$ cat config.mk
export PLATFORM = sky130hd
export DESIGN_NAME = tx_arbiter_flat
export DESIGN_NICKNAME = d
export VERILOG_FILES = /design/src/rtl/tx_arbiter_if.sv /design/src/rtl/tx_arbiter.sv /design/src/flat_wrapper.sv
export SDC_FILE = /design/constraint.sdc
export NUM_CORES = 1
export LEC_CHECK = 0
export CORE_ASPECT_RATIO = 1.1
export CORE_MARGIN = 2
export CORE_UTILIZATION = 41
export CTS_CLUSTER_DIAMETER = 80
export DETAILED_ROUTE_END_ITERATION = 8
export PLACE_DENSITY_LB_ADDON = 0.25
export SKIP_LAST_GASP = 1
export SYNTH_ARGS = -nofsm -noshare
export SYNTH_HDL_FRONTEND = slang
export SYNTH_SLANG_ARGS = --single-unit
$ cat constraint.sdc
create_clock -name clk -period 2.15 [get_ports clk]
set_input_delay 0.215 -clock clk [delete_from_list [all_inputs] [get_ports clk]]
set_output_delay 0.215 -clock clk [all_outputs]
set_load 0.03 [all_outputs]
$ cat src/rtl/tx_arbiter_if.sv
// Handshake bundle between the TX arbiter, its two requesters and the RX side.
// master = arbiter side, slave = requester/environment side.
interface tx_arbiter_if #(
    parameter int NSHIFT   = 2,
    parameter int CMD_BITS = 3,
    parameter int CW       = 4
);
    logic                sc_cmd_valid;
    logic [CMD_BITS-1:0] sc_command;
    logic                sc_has_payload;
    logic                sc_reply_wanted;
    logic                sc_reserve;
    logic [NSHIFT-1:0]   sc_data;
    logic                sc_cmd_started;
    logic                sc_data_next;

    logic                pf_cmd_valid;
    logic [CMD_BITS-1:0] pf_command;
    logic                pf_has_payload;
    logic                pf_reply_wanted;
    logic [NSHIFT-1:0]   pf_data;
    logic                pf_cmd_started;
    logic                pf_data_next;

    logic                rx_done;

    logic [NSHIFT-1:0]   tx_pins;
    logic                tx_active;
    logic [CW-1:0]       tx_counter;
    logic                tx_done;
    logic                tx_owner;
    logic                reply_pending;

    modport master (
        input  sc_cmd_valid, sc_command, sc_has_payload, sc_reply_wanted, sc_reserve, sc_data,
        output sc_cmd_started, sc_data_next,
        input  pf_cmd_valid, pf_command, pf_has_payload, pf_reply_wanted, pf_data,
        output pf_cmd_started, pf_data_next,
        input  rx_done,
        output tx_pins, tx_active, tx_counter, tx_done, tx_owner, reply_pending
    );

    modport slave (
        output sc_cmd_valid, sc_command, sc_has_payload, sc_reply_wanted, sc_reserve, sc_data,
        input  sc_cmd_started, sc_data_next,
        output pf_cmd_valid, pf_command, pf_has_payload, pf_reply_wanted, pf_data,
        input  pf_cmd_started, pf_data_next,
        output rx_done,
        input  tx_pins, tx_active, tx_counter, tx_done, tx_owner, reply_pending
    );
endinterface

$ cat src/rtl/tx_arbiter.sv
// Shares the serial TX pins between prefetcher (pf) and scheduler (sc): one grant
// per frame, header plus optional payload, single outstanding reply tracking.
//
// state | meaning
// IDLE  | pins low, grant evaluated combinationally on requests
// H0    | header beat 0: start marker plus command MSB
// H1    | header beat 1: command low bits; frame ends here without payload
// PAY   | payload beats from the owner's data, one chunk per cycle
module tx_arbiter #(
    parameter int NSHIFT         = 2,
    parameter int CMD_BITS       = 3,
    parameter int PAYLOAD_CYCLES = 8
) (
    input logic          clk,
    input logic          reset,
    tx_arbiter_if.master bus
);
    localparam int CW = $clog2(PAYLOAD_CYCLES) + 1;

    typedef enum logic [1:0] {IDLE, H0, H1, PAY} state_t;

    state_t              state, state_nxt;
    logic [CW-1:0]       pay_left, pay_left_nxt;
    logic [CMD_BITS-1:0] cmd_q;
    logic                pay_q;
    logic                owner_q;
    logic                reply_pending_q;

    logic                reply_clear;
    logic                elig_sc, elig_pf;
    logic                grant_sc, grant_pf, grant, grant_rw;

    logic [NSHIFT-1:0]   pins;
    logic [CW-1:0]       counter;
    logic                active, done, data_next;

    // A reply-wanting command may go out once the pending reply completes, even in the same cycle.
    assign reply_clear = !reply_pending_q || bus.rx_done;
    assign elig_sc     = bus.sc_cmd_valid && (!bus.sc_reply_wanted || reply_clear);
    assign elig_pf     = bus.pf_cmd_valid && !bus.sc_reserve && (!bus.pf_reply_wanted || reply_clear);
    assign grant_sc    = (state == IDLE) && !reset && elig_sc;
    assign grant_pf    = (state == IDLE) && !reset && !elig_sc && elig_pf;
    assign grant       = grant_sc || grant_pf;
    assign grant_rw    = grant_sc ? bus.sc_reply_wanted : bus.pf_reply_wanted;

    always_comb begin
        state_nxt    = state;
        pay_left_nxt = pay_left;
        pins         = '0;
        counter      = '0;
        active       = 1'b0;
        done         = 1'b0;
        data_next    = 1'b0;
        case (state)
            IDLE: begin
                if (grant) state_nxt = H0;
            end
            H0: begin
                active    = 1'b1;
                pins      = NSHIFT'({1'b1, cmd_q[CMD_BITS-1]});
                state_nxt = H1;
            end
            H1: begin
                active       = 1'b1;
                pins         = cmd_q[NSHIFT-1:0];
                pay_left_nxt = CW'(PAYLOAD_CYCLES - 1);
                if (pay_q) begin
                    state_nxt = PAY;
                end else begin
                    done      = 1'b1;
                    state_nxt = IDLE;
                end
            end
            PAY: begin
                active    = 1'b1;
                data_next = 1'b1;
                pins      = owner_q ? bus.sc_data : bus.pf_data;
                counter   = CW'(PAYLOAD_CYCLES - 1) - pay_left;
                if (pay_left == '0) begin
                    done      = 1'b1;
                    state_nxt = IDLE;
                end else begin
                    pay_left_nxt = pay_left - 1'b1;
                end
            end
            default: state_nxt = IDLE;
        endcase
    end

    always_ff @(posedge clk or posedge reset) begin
        if (reset) begin
            state           <= IDLE;
            pay_left        <= '0;
            cmd_q           <= '0;
            pay_q           <= 1'b0;
            owner_q         <= 1'b0;
            reply_pending_q <= 1'b0;
        end else begin
            state    <= state_nxt;
            pay_left <= pay_left_nxt;
            if (grant) begin
                cmd_q   <= grant_sc ? bus.sc_command : bus.pf_command;
                pay_q   <= grant_sc ? bus.sc_has_payload : bus.pf_has_payload;
                owner_q <= grant_sc;
            end
            // A new reply-wanting grant outranks a completing reply.
            if (grant && grant_rw)
                reply_pending_q <= 1'b1;
            else if (bus.rx_done)
                reply_pending_q <= 1'b0;
        end
    end

    assign bus.sc_cmd_started = grant_sc;
    assign bus.pf_cmd_started = grant_pf;
    assign bus.sc_data_next   = data_next && owner_q;
    assign bus.pf_data_next   = data_next && !owner_q;
    assign bus.tx_pins        = pins;
    assign bus.tx_active      = active;
    assign bus.tx_counter     = counter;
    assign bus.tx_done        = done;
    assign bus.tx_owner       = owner_q;
    assign bus.reply_pending  = reply_pending_q;
endmodule

$ cat src/flat_wrapper.sv
// flat-port wrapper written by rule: the top's interface ports become plain ports
module tx_arbiter_flat 
#(
    parameter int NSHIFT         = 2,
    parameter int CMD_BITS       = 3,
    parameter int PAYLOAD_CYCLES = 8
)
  (clk, reset, bus_sc_cmd_valid, bus_sc_command, bus_sc_has_payload, bus_sc_reply_wanted, bus_sc_reserve, bus_sc_data, bus_sc_cmd_started, bus_sc_data_next, bus_pf_cmd_valid, bus_pf_command, bus_pf_has_payload, bus_pf_reply_wanted, bus_pf_data, bus_pf_cmd_started, bus_pf_data_next, bus_rx_done, bus_tx_pins, bus_tx_active, bus_tx_counter, bus_tx_done, bus_tx_owner, bus_reply_pending);
  tx_arbiter_if #(.NSHIFT(NSHIFT), .CMD_BITS(CMD_BITS), .CW(4)) bus_i ();
  input logic clk;
  input logic reset;
  input wire logic [$bits(bus_i.sc_cmd_valid)-1:0] bus_sc_cmd_valid;
  input wire logic [$bits(bus_i.sc_command)-1:0] bus_sc_command;
  input wire logic [$bits(bus_i.sc_has_payload)-1:0] bus_sc_has_payload;
  input wire logic [$bits(bus_i.sc_reply_wanted)-1:0] bus_sc_reply_wanted;
  input wire logic [$bits(bus_i.sc_reserve)-1:0] bus_sc_reserve;
  input wire logic [$bits(bus_i.sc_data)-1:0] bus_sc_data;
  output wire logic [$bits(bus_i.sc_cmd_started)-1:0] bus_sc_cmd_started;
  output wire logic [$bits(bus_i.sc_data_next)-1:0] bus_sc_data_next;
  input wire logic [$bits(bus_i.pf_cmd_valid)-1:0] bus_pf_cmd_valid;
  input wire logic [$bits(bus_i.pf_command)-1:0] bus_pf_command;
  input wire logic [$bits(bus_i.pf_has_payload)-1:0] bus_pf_has_payload;
  input wire logic [$bits(bus_i.pf_reply_wanted)-1:0] bus_pf_reply_wanted;
  input wire logic [$bits(bus_i.pf_data)-1:0] bus_pf_data;
  output wire logic [$bits(bus_i.pf_cmd_started)-1:0] bus_pf_cmd_started;
  output wire logic [$bits(bus_i.pf_data_next)-1:0] bus_pf_data_next;
  input wire logic [$bits(bus_i.rx_done)-1:0] bus_rx_done;
  output wire logic [$bits(bus_i.tx_pins)-1:0] bus_tx_pins;
  output wire logic [$bits(bus_i.tx_active)-1:0] bus_tx_active;
  output wire logic [$bits(bus_i.tx_counter)-1:0] bus_tx_counter;
  output wire logic [$bits(bus_i.tx_done)-1:0] bus_tx_done;
  output wire logic [$bits(bus_i.tx_owner)-1:0] bus_tx_owner;
  output wire logic [$bits(bus_i.reply_pending)-1:0] bus_reply_pending;
  assign bus_i.sc_cmd_valid = bus_sc_cmd_valid;
  assign bus_i.sc_command = bus_sc_command;
  assign bus_i.sc_has_payload = bus_sc_has_payload;
  assign bus_i.sc_reply_wanted = bus_sc_reply_wanted;
  assign bus_i.sc_reserve = bus_sc_reserve;
  assign bus_i.sc_data = bus_sc_data;
  assign bus_sc_cmd_started = bus_i.sc_cmd_started;
  assign bus_sc_data_next = bus_i.sc_data_next;
  assign bus_i.pf_cmd_valid = bus_pf_cmd_valid;
  assign bus_i.pf_command = bus_pf_command;
  assign bus_i.pf_has_payload = bus_pf_has_payload;
  assign bus_i.pf_reply_wanted = bus_pf_reply_wanted;
  assign bus_i.pf_data = bus_pf_data;
  assign bus_pf_cmd_started = bus_i.pf_cmd_started;
  assign bus_pf_data_next = bus_i.pf_data_next;
  assign bus_i.rx_done = bus_rx_done;
  assign bus_tx_pins = bus_i.tx_pins;
  assign bus_tx_active = bus_i.tx_active;
  assign bus_tx_counter = bus_i.tx_counter;
  assign bus_tx_done = bus_i.tx_done;
  assign bus_tx_owner = bus_i.tx_owner;
  assign bus_reply_pending = bus_i.reply_pending;
  tx_arbiter #(.NSHIFT(NSHIFT), .CMD_BITS(CMD_BITS), .PAYLOAD_CYCLES(PAYLOAD_CYCLES)) u_core (.clk(clk), .reset(reset), .bus(bus_i));
endmodule
==> impl_metrics.py <==
metrics = {
    "synthesis": {
        "syn_nets": 111,
        "netlist_area_sq_um": 771,
        "yosys.area.top_type": "dfrtp_1",
        "syn_inst": 89,
        "yosysWarningCount": 0,
        "synth_area_per_cell_sq_um": 8.66,
        "synth_cell_type_count": 28,
        "synthTopCellsByArea": "dfrtp_1, mux2i_1, o2bb2ai_1",
        "synth_seq_area_share": 0.390,
        "synth_top_cell_area_share": 0.390,
        "ys_ff_latch": 12,
    },
    "worst_setup_path": {
        "path_depth": 7,
        "worstPathArrival_ns": 1.86,
        "r2r.worst_path.cells": 7,
        "path_delay_family": "simple AND/OR/NAND/NOR gates",
        "path_cells": "inv_2, ha_4, or3b_4, or2_1, o21ai_1, and2_1, buf_6",
        "reg2reg_slack_ns": 0.53,
        "critPathBufInv": 2,
        "endpoint_kind": "primary output",
        "crit_end": "bus_tx_done",
        "crit_slowest_cell": "dfrtp_1",
        "worstReg2RegStart": "u_core.pay_left[0]$_DFFE_PP0P_",
        "critPathMaxFanout": 2,
        "critPathMaxStageDelay_ns": 0.41,
        "required_ns": 1.93,
        "r2r_end": "u_core.pay_left[2]$_DFFE_PP0P_",
        "startpoint": "u_core.pay_left[0]$_DFFE_PP0P_",
        "cp-start-kind": "flip-flop",
        "critical_path_class": "flip-flop to primary output",
    },
    "clock_network": {
        "cts_buffers": 3,
        "clock_path_buffers": 2,
        "cts_tree": "built",
        "clock_latency_ns": 0.27,
        "clock_sink_count": 12,
        "clkTransAtPathRegs_ns": 0.07,
        "htree_levels": 1,
        "clock-root-buffer": "clkbuf_4",
        "cts_hold_buf": 0,
    },
    "sta": {
        "grt_setup_unrepaired": "true",
        "maxSlewViolCount": 0,
        "min_period_ns": 2.08,
        "finClkSkew_ns": 0.00587,
        "slew_headroom": 0.710,
        "hold_violations": 0,
        "finalCritPeriodShare": 0.966,
        "worst_slew_pin_slew_ns": 0.435,
        "fmax_ghz": 0.481,
        "setup_violations": 0,
        "setup_ws_ns": 0.0726,
    },
    "hold_path": {
        "worstHoldPathType": "primary input to asynchronous set/reset pin",
    },
    "power_and_ir_drop": {
        "power_density_nw_per_um2": 1030,
        "leakagePower_nw": 0.576,
        "peakVddDrop_v": 0.000656,
        "p_total_mw": 1.26,
    },
    "routing": {
        "met2_length_um": 929,
        "m1WireLength_um": 822,
        "vias_per_cell": 5.28,
        "finalWirelength_mm": 1.96,
        "dr.pass1.iters": 4,
        "drc": 0,
        "ant_nets": 0,
        "vias": 787,
        "met3_length_um": 158,
        "first_iter_violations": 8,
        "highest_layer": "met4",
        "wl_per_cell_um": 13.1,
    },
    "floorplanning": {
        "die_h_um": 49.5,
        "rows": 16,
        "die_area_sq_um": 2240,
        "die_w_um": 45.3,
        "io_pins": 34,
        "core-area_sq_um": 1780,
        "start_util": 0.433,
    },
    "placement": {
        "dp_hpwl_mm": 1.45,
        "place.gp.congestion": 0.717,
        "place_area_sq_um": 1140,
        "io_buffer_count": 33,
        "place_ws_ns": 0.129,
    },
    "global_route": {
        "grt_max_degree": 20,
        "grt_pass1_wl_mm": 3.13,
        "grt_pass1_vias": 743,
        "antenna_found_initial": 0,
        "overflow": 0,
        "grt_usage": 0.189,
    },
    "layout": {
        "diodes": 0,
        "nets": 154,
        "fill_cells": 146,
        "utilization": 0.689,
        "area_growth_pct": 59.3,
        "postLayoutCellArea_sq_um": 1230,
        "drive_above_1_share": 0.153,
    },
    "job": {
        "cap_violations": 0,
    },
    "status": {
        "status": "finished, final reports clean",
    },
}
## layout make-up
| type | instances | area [sq um] | area share |
|---|---|---|---|
| clock buffers | 4 | 36.3 | 0.0296 |
| inverters | 6 | 22.5 | 0.0183 |
| multi-input cells | 67 | 444 | 0.362 |
| flip-flops and latches | 12 | 300 | 0.245 |
| well taps | 18 | 22.5 | 0.0183 |
| repair buffers | 42 | 402 | 0.327 |
## cells in the mapped netlist
master      n
nor3b_1     1
a21o_1      2
nor3_1      1
and3_1      5
or3_1       1
clkbuf_1    3
a31oi_1     1
nor2_1      8
a21oi_1     5
a22o_1      1
o22ai_1     2
ha_1        2
or2_2       1
mux2i_1     7
o21ai_0     5
dfrtp_1    12
nand2_1     8
o2bb2ai_1   4
and3b_1     1
nand3b_1    3
and2_1      1
inv_1       6
nand3_1     2
o211ai_1    2
buf_2       1
or2_1       2
nor2b_1     1
or3b_4      1
## report_power, final
group / switching (mW) / leakage [nW] / total, mW / internal, mW
Clock: 0.0727 / 0.0210 / 0.176 / 0.103
Combinational: 0.386 / 0.414 / 0.714 / 0.328
Sequential: 0.0645 / 0.141 / 0.370 / 0.305
## logic make-up (layout without fill, tap and decap cells)
kind of cell / Yosys count / after routing / synth area share
flops: 12 / 12 / 0.390
simple gates: 36 / 36 / 0.252
fa+ha+maj: 2 / 2 / 0.0325
buf+inv: 10 / 52 / 0.0503
compound gates: 22 / 22 / 0.185
mux: 7 / 7 / 0.0909
## cell usage in the layout (no fill, tap or decap), types with 3 or more instances in the layout
cell type / count
and3_1: 5
a21oi_1: 5
clkbuf_4: 3
nand3b_1: 3
mux2i_1: 7
clkdlybuf4s50_1: 29
o21ai_0: 4
o2bb2ai_1: 4
nor2_1: 8
dfrtp_1: 12
buf_4: 10
inv_1: 4
nand2_1: 8
## worst reg2reg max path, cell delays in order, from the launching register on
cell      delay, ns
dfrtp_1        0.41
inv_2          0.09
ha_4           0.13
or3b_4         0.37
buf_4          0.16
nand3b_1       0.07
nand2_1        0.06
a22o_1         0.22
## worst min-delay path by stage
stage / endpoint / startpoint / cells after the start
4_1_cts: u_core.pay_q$_DFFE_PP0P_ / reset / 2
6_report: u_core.pay_q$_DFFE_PP0P_ / reset / 2
3_5_place_dp: u_core.cmd_q[2]$_DFFE_PP0P_ / u_core.cmd_q[2]$_DFFE_PP0P_ / 1
3_3_place_gp: u_core.cmd_q[0]$_DFFE_PP0P_ / u_core.cmd_q[0]$_DFFE_PP0P_ / 1
5_1_grt: u_core.pay_q$_DFFE_PP0P_ / reset / 2
2_1_floorplan: u_core.bus.reply_pending$_DFFE_PP0P_ / reset / 1
## metrics by stage
step / std cells / hold WS [ns] / TNS, ns
floorplan: 89 / 0.0797 / 0
global placement: 141 / 0.477 / 0
detailed placement: 141 / 0.483 / 0
CTS: 148 / 0.274 / 0
global route: 149 / 0.340 / -0.00991
finish: 149 / 0.258 / 0
## what timing repair did
item,4_1_cts,5_1_grt
resized for setup,0,8
buffers inserted,3,1
pin swaps,0,2
setup endpoints to repair,1,3
## per-layer routing
layer  GRT usage  vias to the layer above
met5           0                        -
met2       0.324                       33
met1       0.210                      345
li1            -                      402
met4      0.0882                        0
met3      0.0476                        7
## state kept, by name, summed over array words and instances, names as in the netlist
signal,cells
u_core.state,2
u_core.bus.tx_owner,1
u_core.bus.reply_pending,1
u_core.pay_q,1
u_core.cmd_q,3
u_core.pay_left,4
(Power assumes the default switching activity.)
